**src/rtl/clk_div_pkg.sv**
```systemverilog
// Shared types and default sizing for the multi-channel clock divider.
// Used by div_chan and multi_clk_div; CLK_DIV_SHADOW_EN selects the shadowed divisor load.
package clk_div_pkg;

   localparam int NCH_DEF = 4;
   localparam int DW_DEF  = 16;

   // A channel runs whenever its divisor register is non-zero.
   typedef enum logic {
      ST_IDLE = 1'b0,
      ST_RUN  = 1'b1
   } chan_state_e;

endpackage

```
**src/rtl/div_chan.sv**
```systemverilog
// One divider channel: divisor D, up-counter C, registered output Q and tick.
// CLK_DIV_SHADOW_EN defined: loads go to a shadow register swapped in at the next wrap.
module div_chan
   import clk_div_pkg::*;
#(
   parameter int DW = DW_DEF
)
(
   input  logic          clk,
   input  logic          rst,
   input  logic          i_en,
   input  logic          i_ld,
   input  logic [DW-1:0] i_ld_div,
   output logic          o_q,
   output logic          o_tick,
   output logic          o_shadow_full,
   output chan_state_e   o_state
);

   logic [DW-1:0] r_div;
   logic [DW-1:0] r_cnt;
   logic          r_q;
   logic          r_tick;

   logic [DW-1:0] w_div_nxt;
   logic [DW-1:0] w_cnt_nxt;
   logic          w_q_nxt;
   logic          w_tick_nxt;
   logic          w_wrap;
   chan_state_e   w_state;

   // C never exceeds D-1, so D = 2^DW-1 cannot overflow the counter.
   always_comb begin
      w_state = (r_div != '0) ? ST_RUN : ST_IDLE;
      w_wrap  = (w_state == ST_RUN) && i_en && (r_cnt == (r_div - DW'(1)));
   end

`ifdef CLK_DIV_SHADOW_EN
   logic [DW-1:0] r_shadow;
   logic          r_full;
   logic [DW-1:0] w_shadow_nxt;
   logic          w_full_nxt;

   always_comb begin
      w_div_nxt    = r_div;
      w_cnt_nxt    = r_cnt;
      w_q_nxt      = r_q;
      w_tick_nxt   = 1'b0;
      w_shadow_nxt = r_shadow;
      w_full_nxt   = r_full;
      if (r_full && ((w_state == ST_IDLE) || !i_en)) begin
         // Nothing is counting, so the pending divisor can land without a toggle.
         w_div_nxt  = r_shadow;
         w_cnt_nxt  = '0;
         w_full_nxt = 1'b0;
      end else if (w_state == ST_IDLE) begin
         w_cnt_nxt = '0;
      end else if (i_en) begin
         if (w_wrap) begin
            w_q_nxt    = ~r_q;
            w_tick_nxt = 1'b1;
            w_cnt_nxt  = '0;
            if (r_full) begin
               w_div_nxt  = r_shadow;
               w_full_nxt = 1'b0;
            end
         end else begin
            w_cnt_nxt = r_cnt + DW'(1);
         end
      end
      if (i_ld) begin
         w_shadow_nxt = i_ld_div;
         w_full_nxt   = 1'b1;
      end
   end

   always_ff @(posedge clk) begin
      if (rst) begin
         r_shadow <= '0;
         r_full   <= 1'b0;
      end else begin
         r_shadow <= w_shadow_nxt;
         r_full   <= w_full_nxt;
      end
   end

   assign o_shadow_full = r_full;
`else
   always_comb begin
      w_div_nxt  = r_div;
      w_cnt_nxt  = r_cnt;
      w_q_nxt    = r_q;
      w_tick_nxt = 1'b0;
      if (i_ld) begin
         // Immediate restart; a zero divisor parks the channel with Q held.
         w_div_nxt = i_ld_div;
         w_cnt_nxt = '0;
         if (i_ld_div != '0) begin
            w_q_nxt = 1'b0;
         end
      end else if (w_state == ST_IDLE) begin
         w_cnt_nxt = '0;
      end else if (i_en) begin
         if (w_wrap) begin
            w_q_nxt    = ~r_q;
            w_tick_nxt = 1'b1;
            w_cnt_nxt  = '0;
         end else begin
            w_cnt_nxt = r_cnt + DW'(1);
         end
      end
   end

   assign o_shadow_full = 1'b0;
`endif

   always_ff @(posedge clk) begin
      if (rst) begin
         r_div  <= '0;
         r_cnt  <= '0;
         r_q    <= 1'b0;
         r_tick <= 1'b0;
      end else begin
         r_div  <= w_div_nxt;
         r_cnt  <= w_cnt_nxt;
         r_q    <= w_q_nxt;
         r_tick <= w_tick_nxt;
      end
   end

   assign o_q     = r_q;
   assign o_tick  = r_tick;
   assign o_state = w_state;

endmodule

```
**src/rtl/multi_clk_div.sv**
```systemverilog
// NCH independent 50%-duty clock dividers sharing one divisor-load port.
// CLK_DIV_SHADOW_EN defined: loads are shadowed per channel and swapped at the next wrap.
module multi_clk_div
   import clk_div_pkg::*;
#(
   parameter int NCH = NCH_DEF,
   parameter int DW  = DW_DEF,
   parameter int CW  = (NCH > 1) ? $clog2(NCH) : 1
)
(
   input  logic           clk,
   input  logic           rst,
   input  logic [NCH-1:0] en,
   input  logic           ld_valid,
   output logic           ld_ready,
   input  logic [CW-1:0]  ld_ch,
   input  logic [DW-1:0]  ld_div,
   output logic [NCH-1:0] div_out,
   output logic [NCH-1:0] tick,
   output logic [NCH-1:0] dbg_run
);

   logic [NCH-1:0] w_full;
   logic [NCH-1:0] w_ld;
   logic           w_sel_full;
   chan_state_e    w_state [NCH];

   // Load handshake: a load transfers on a rising edge where ld_valid && ld_ready.
   // ld_ready drops during reset and while the addressed channel's shadow is full;
   // an out-of-range ld_ch is always ready and the load is dropped.
   always_comb begin
      w_sel_full = 1'b0;
      for (int i = 0; i < NCH; i++) begin
         if (ld_ch == CW'(i)) begin
            w_sel_full = w_full[i];
         end
      end
   end

   assign ld_ready = !rst && !w_sel_full;

   always_comb begin
      w_ld = '0;
      for (int i = 0; i < NCH; i++) begin
         w_ld[i] = ld_valid && ld_ready && (ld_ch == CW'(i));
      end
   end

   for (genvar g = 0; g < NCH; g++) begin : g_chan
      div_chan #(
         .DW (DW)
      ) u_chan (
         .clk           (clk),
         .rst           (rst),
         .i_en          (en[g]),
         .i_ld          (w_ld[g]),
         .i_ld_div      (ld_div),
         .o_q           (div_out[g]),
         .o_tick        (tick[g]),
         .o_shadow_full (w_full[g]),
         .o_state       (w_state[g])
      );
      assign dbg_run[g] = (w_state[g] == ST_RUN);
   end

endmodule

```
**config.mk**
```make
export PLATFORM = sky130hd
export DESIGN_NAME = multi_clk_div
export DESIGN_NICKNAME = d
export VERILOG_FILES = /design/src/rtl/clk_div_pkg.sv /design/src/rtl/div_chan.sv /design/src/rtl/multi_clk_div.sv
export SDC_FILE = /design/constraint.sdc
export NUM_CORES = 1
export LEC_CHECK = 0
export CAP_MARGIN = 5
export CORE_MARGIN = 1
export CORE_UTILIZATION = 55
export CTS_BUF_LIST = sky130_fd_sc_hd__clkbuf_8
export DETAILED_ROUTE_END_ITERATION = 10
export PLACE_DENSITY = 0.74
export SLEW_MARGIN = 20
export SYNTH_ARGS = -nofsm -noshare
export SYNTH_HDL_FRONTEND = slang
export SYNTH_SLANG_ARGS = --single-unit
```
**constraint.sdc**
```tcl
create_clock -name clk -period 3.6 [get_ports clk]
set_input_delay 0.54 -clock clk [delete_from_list [all_inputs] [get_ports clk]]
set_output_delay 0.54 -clock clk [all_outputs]
set_load 0.1 [all_outputs]
```
Yosys cells after proc, flatten, opt, wreduce, memory -nomap -nowiden. Index checks and enable logic that the tools add are counted.

Add/subtract/negate cells: 8. Equality and inequality tests: 11. Muxes and demuxes: 29. Bitwise gates (word level): 12. Reduce and logical (&&, ||, !) cells: 44.

Operators with widths (number): $reduce_bool A16 Y1 (5); $add A16 B1 Y16 const B (4); $eq A16 B16 Y1 (4); $mux W16 (4); $sub A16 B1 Y16 const B (4); $mux W1 (25); $reduce_bool A2 Y1 (12); $reduce_and A4 Y1 (4); $reduce_or A4 Y1 (4); $logic_and A1 B1 Y1 (13); $not A1 Y1 (12); $reduce_or A3 Y1 (4); $ne A2 B2 Y1 const B (4); $eq A2 B2 Y1 const B (2); $eq A2 B1 Y1 const B (1); $logic_not A2 Y1 (1); $logic_not A1 Y1 (1).

Register bits: 136. Input bits: 25. Output and inout port bits: 13. Word-level logic and storage cells: 120.

Logic depth before layout (Yosys ltp). Gate-level depths: netlist of run 1.

Depth in word-level cells: 8. Depth in mapped cells: 11. Mapped depth without buffers: 9.

Hierarchy. Synthesis of run 1 repeated with hierarchy kept, for this count alone.

Cell total of the unflattened synthesis: 907. Area, all modules: 8050.2 um^2.

Modules (own cells, without submodules): div_chan (g_chan[0].u_chan ...) (times used 3, cells an instance 221, area each 1973.1 um^2); div_chan (g_chan[3].u_chan) (times used 1, cells an instance 236, area each 2063.2 um^2); multi_clk_div (times used 1, cells an instance 8, area each 67.6 um^2).

Worst setup path before layout of run 1. No wires, ideal clock.

Kind: reg-to-reg. Start point: reg g_chan[3].u_chan.r_div[0]. End point: reg g_chan[3].u_chan.r_q. Setup time: 0.127 ns. Arrival: 2.809 ns. Data required time: 3.473 ns. Path slack: 0.664 ns. Cell stages (with the launch flop): 11. Path buffers: 1. Clock period less this slack: 2.936 ns. Cell sequence: dfxtp_1 -> inv_1 -> ha_1 -> or3b_1 -> clkbuf_1 -> or4_1 -> a211oi_2 -> nand4_1 -> or4_4 -> mux2i_1 -> or3_1.

Cells in the longest elaborated chain, start to end: 6. Elaborated cells on any way between the ends: 9. Classes of those cells: 1 x add/sub; 1 x eq/ne; 1 x mux; 6 x reduce/logical.

RTL lines: start: declaration (RTL line div_chan.sv:20) `logic [DW-1:0] r_div;`; start signal: assignment (RTL line div_chan.sv:124) `r_div <= w_div_nxt;`; branches (longest 5 deep; another with $sub A16 B1 Y16); $reduce_and A4 Y1 (no source line) *; end signal: assignment (RTL line div_chan.sv:126) `r_q <= w_q_nxt;`; end: declaration (RTL line div_chan.sv:22) `logic r_q;`.

Mark *: on every way between the ends. A chain may end at the register's enable or synchronous reset.

Final worst setup path of run 1.
Start point: reg g_chan[3].u_chan.r_div[0]. End point: reg g_chan[3].u_chan.r_cnt[15].

Cells in the longest elaborated chain, start to end: 5. Elaborated cells on any way between the ends: 9. Classes of those cells: 1 x add/sub; 1 x eq/ne; 2 x mux; 1 x bitwise; 4 x reduce/logical.

RTL lines: branches (longest 5 deep; another with $sub A16 B1 Y16); end signal: assignment (RTL line div_chan.sv:125) `r_cnt <= w_cnt_nxt;`; end: declaration (RTL line div_chan.sv:21) `logic [DW-1:0] r_cnt;`.

Parallel ways; which one is timed is not known.

==> impl_metrics.json, run 1 <==
{
  "status": "finished clean",
  "setup_violations": 0,
  "synth_nets": 1033,
  "power.share.switching_pct": 27.5,
  "diodes": 0,
  "period_share_pct": 88.0,
  "clockRootBuffer": "clkbuf_8",
  "die_y_um": 121,
  "grt_util_all_layers_pct": 25.4,
  "start_kind": "register",
  "p_int_mw": 2.44,
  "synth-edff-count": 0,
  "cts_max_level": 4,
  "ctsResizeCount": 0,
  "yosysUniqueCellTypes": 72,
  "pwr-share-clk_pct": 39.8,
  "fillers": 1278,
  "cts_hold_buf": 0,
  "ant_nets": 0,
  "cp.arrival_ns": 3.49,
  "grt-ovfl-total": 0,
  "place_congestion": 0.919,
  "synth_warnings": 0,
  "p_switching_mw": 0.924,
  "fin_util_pct": 61.6,
  "drive_above_1_share_pct": 7.75,
  "multiInputGateArea_um2": 4700,
  "cts_tree": "built",
  "routedWlPerCell_um": 15.2,
  "rsz0062_at_grt": "no",
  "hold_class": "reg2reg",
  "path_class": "reg2reg",
  "dieArea_um2": 14700,
  "hold_slack_ns": 0.491,
  "synth_xor_area_share_pct": 14.9,
  "ys_ff_latch": 136,
  "syn_avg_cell_area_um2": 7.86,
  "drtPass1Iterations": 5,
  "skew_ns": 0.00890,
  "antenna_found_initial": 0,
  "die_w_um": 121,
  "grt_max_degree": 53,
  "areaGrowthSynthToFinish_pct": 9.21,
  "fmax_mhz": 316,
  "drtIter0Drc": 485,
  "maxCapViolations": 0,
  "place_inst": 1156,
  "synthAdderAreaFrac_pct": 1.92,
  "final-seq-area_um2": 2720,
  "drc": 0,
  "wl_um": 18000,
  "async_flop_share_pct": 0,
  "synth-compound-area-share_pct": 11.7,
  "final_hold_viol_count": 0,
  "hpwl_um": 12800,
  "via_per_inst": 5.75,
  "r2r_slack_ns": 0.43,
  "cts_buffers": 17,
  "synth.mux.area_fraction_pct": 0.528,
  "cts.clk_slew.worst_paths_ns": 0.07,
  "placed_cell_area_um2": 8130,
  "synth_top_family_by_area": "simple AND/OR/NAND/NOR gates",
  "worst_skew_pair.late_latency_ns": 0.45,
  "fin_setup_tns_ns": 0,
  "fin_area_um2": 8550,
  "power_frac_seq_pct": 46.2,
  "worst_pin_slew_ns": 0.978,
  "slew_viol_final": 0,
  "nets": 1032,
  "cts_buffer_depth": 2,
  "peakVddDrop_v": 0.000206,
  "syn_inst": 996,
  "leakage_nw": 3.00,
  "cp-end-kind": "register",
  "fp-row-count": 43,
  "yosys.area_share.simple_pct": 30.9,
  "synth_top_flop_cell": "dfxtp_1",
  "critical_path_required_ns": 3.92,
  "core-area_um2": 13900,
  "grt_pass1_vias": 6119,
  "combPwrFrac_pct": 14.0,
  "route.vias.total": 6816,
  "maxSlewHeadroom_pct": 34.6,
  "ys_seq_area_share_pct": 34.8,
  "period_needed_ns": 3.17,
  "p_per_area_nw_per_um2": 394,
  "layoutNonFillerInstCount": 1186,
  "cts_setup_buffers": 0,
  "netlist_area_um2": 7830,
  "path_max_fanout": 15,
  "start_util_pct": 56.4,
  "grt_first_pass_wirelength_um": 29800,
  "portBuffers": 37,
  "cts.sinks": 136,
  "ios": 38
}
==> cell usage in the layout, fill, tap and decap left out, types with 6 or more instances in the layout <==
cell type and instances:
a21oi_1 76, and2_1 6, and3_1 11, buf_4 14, clkbuf_8 21, clkdlybuf4s50_1 31
dfxtp_1 136, ha_1 12, inv_1 18, nand2_1 175, nand2b_1 12, nand3_1 28
nand4_1 29, nor2_1 79, nor2_2 10, nor2b_1 7, nor3_1 38, nor3b_1 7
nor4_1 25, o21ai_0 11, or3_1 6, or4_1 13, xnor2_1 67, xor2_1 66
==> synth_stat cells, types with 13 or more instances <==
master    number  area [um^2]
a21oi_1       76          380
buf_4         13         97.6
clkbuf_1      40          150
dfxtp_1      136         2720
inv_1         18         67.6
nand2_1      175          657
nand3_1       28          140
nand4_1       29          181
nor2_1        79          297
nor3_1        39          195
nor4_1        25          156
or4_1         13         97.6
xnor2_1       67          587
xor2_1        66          578
==> layout make-up <==
cell class	count	area share, %
multi-input cells	776	55.0
clock buffers	21	3.38
flip-flops and latches	136	31.9
repair buffers	46	4.92
well taps	180	2.64
inverters	18	0.791
clock inverters	9	1.43
==> critical path: stages (launching register included) <==
cell      delay [ns]
dfxtp_1         0.37
inv_1           0.10
ha_1            0.22
or3b_1          0.46
or4_1           0.52
a211oi_2        0.23
nand4_1         0.10
or4_4           0.47
o21ai_4         0.46
nor2_1          0.10
==> path summary, 6_finish.rpt <==
check,startpoint,endpoint,depth (start not counted)
max reg2reg,g_chan[3].u_chan.r_div[0],g_chan[3].u_chan.r_cnt[15],9
min,g_chan[1].u_chan.r_div[13],g_chan[1].u_chan.r_div[13],2
min reg2reg,g_chan[1].u_chan.r_div[13],g_chan[1].u_chan.r_div[13],2
max,g_chan[3].u_chan.r_div[0],g_chan[3].u_chan.r_cnt[15],9
==> power by group through the flow <==
stage / clock network [mW] / registers [mW] / logic (mW)
3_5_place_dp: 0 / 1.59 / 0.464
2_1_floorplan: 0 / 1.58 / 0.371
6_report: 1.34 / 1.55 / 0.471
4_1_cts: 1.35 / 1.55 / 0.468
5_1_grt: 1.42 / 1.56 / 0.509
3_3_place_gp: 0 / 1.59 / 0.461
==> logic make-up (layout without fill, tap and decap cells) <==
family                   after synthesis  in the layout
AND/OR/NAND/NOR                      482            482
AO/OA/AOI/OAI                        145            145
flip-flops                           136            136
XOR/XNOR                             133            133
buffers and inverters                 84             94
adder cells (fa/ha/maj)               12             12
multiplexers                           4              4
==> through the flow <==
stage	total power, mW	setup WS, ns
finish	3.36	0.431
global route	3.49	0.258
CTS	3.38	0.417
detailed placement	2.05	0.417
global placement	2.05	0.509
floorplan	1.95	0.664
==> sequential cells by signal, indices dropped and copies added (netlist names) <==
name and count:
g_chan.u_chan.o_q 4, g_chan.u_chan.r_cnt 64, g_chan.u_chan.o_tick 4, g_chan.u_chan.r_div 64
==> per-layer routing <==
metal / track usage [%] / wire (um) / up-vias
met5: 0 / 0 / -
met4: 6.71 / 180 / 0
met3: 4.98 / 840 / 17
met2: 39.6 / 8230 / 144
met1: 35.6 / 8790 / 3216
li1: - / - / 3439
Note: power is estimated with default switching activity, not from simulation.
==> run 2, diff against run 1 <==
--- a/config.mk
+++ b/config.mk
@@ -11,6 +11,7 @@
 export CTS_BUF_LIST = sky130_fd_sc_hd__clkbuf_8
 export DETAILED_ROUTE_END_ITERATION = 10
 export PLACE_DENSITY = 0.74
+export SKIP_LAST_GASP = 1
 export SLEW_MARGIN = 20
 export SYNTH_ARGS = -nofsm -noshare
 export SYNTH_HDL_FRONTEND = slang
==> results of run 2 <==
No change in the layout: final DEF, timing and power equal those of run 1.
==> run 3, diff against run 2 <==
--- a/config.mk
+++ b/config.mk
@@ -5,6 +5,7 @@
 export SDC_FILE = /design/constraint.sdc
 export NUM_CORES = 1
 export LEC_CHECK = 0
+export ABC_CLOCK_PERIOD_IN_PS = 3600
 export CAP_MARGIN = 5
 export CORE_MARGIN = 1
 export CORE_UTILIZATION = 55
==> results of run 3 <==
No change in the layout: final DEF, timing and power equal those of run 1.
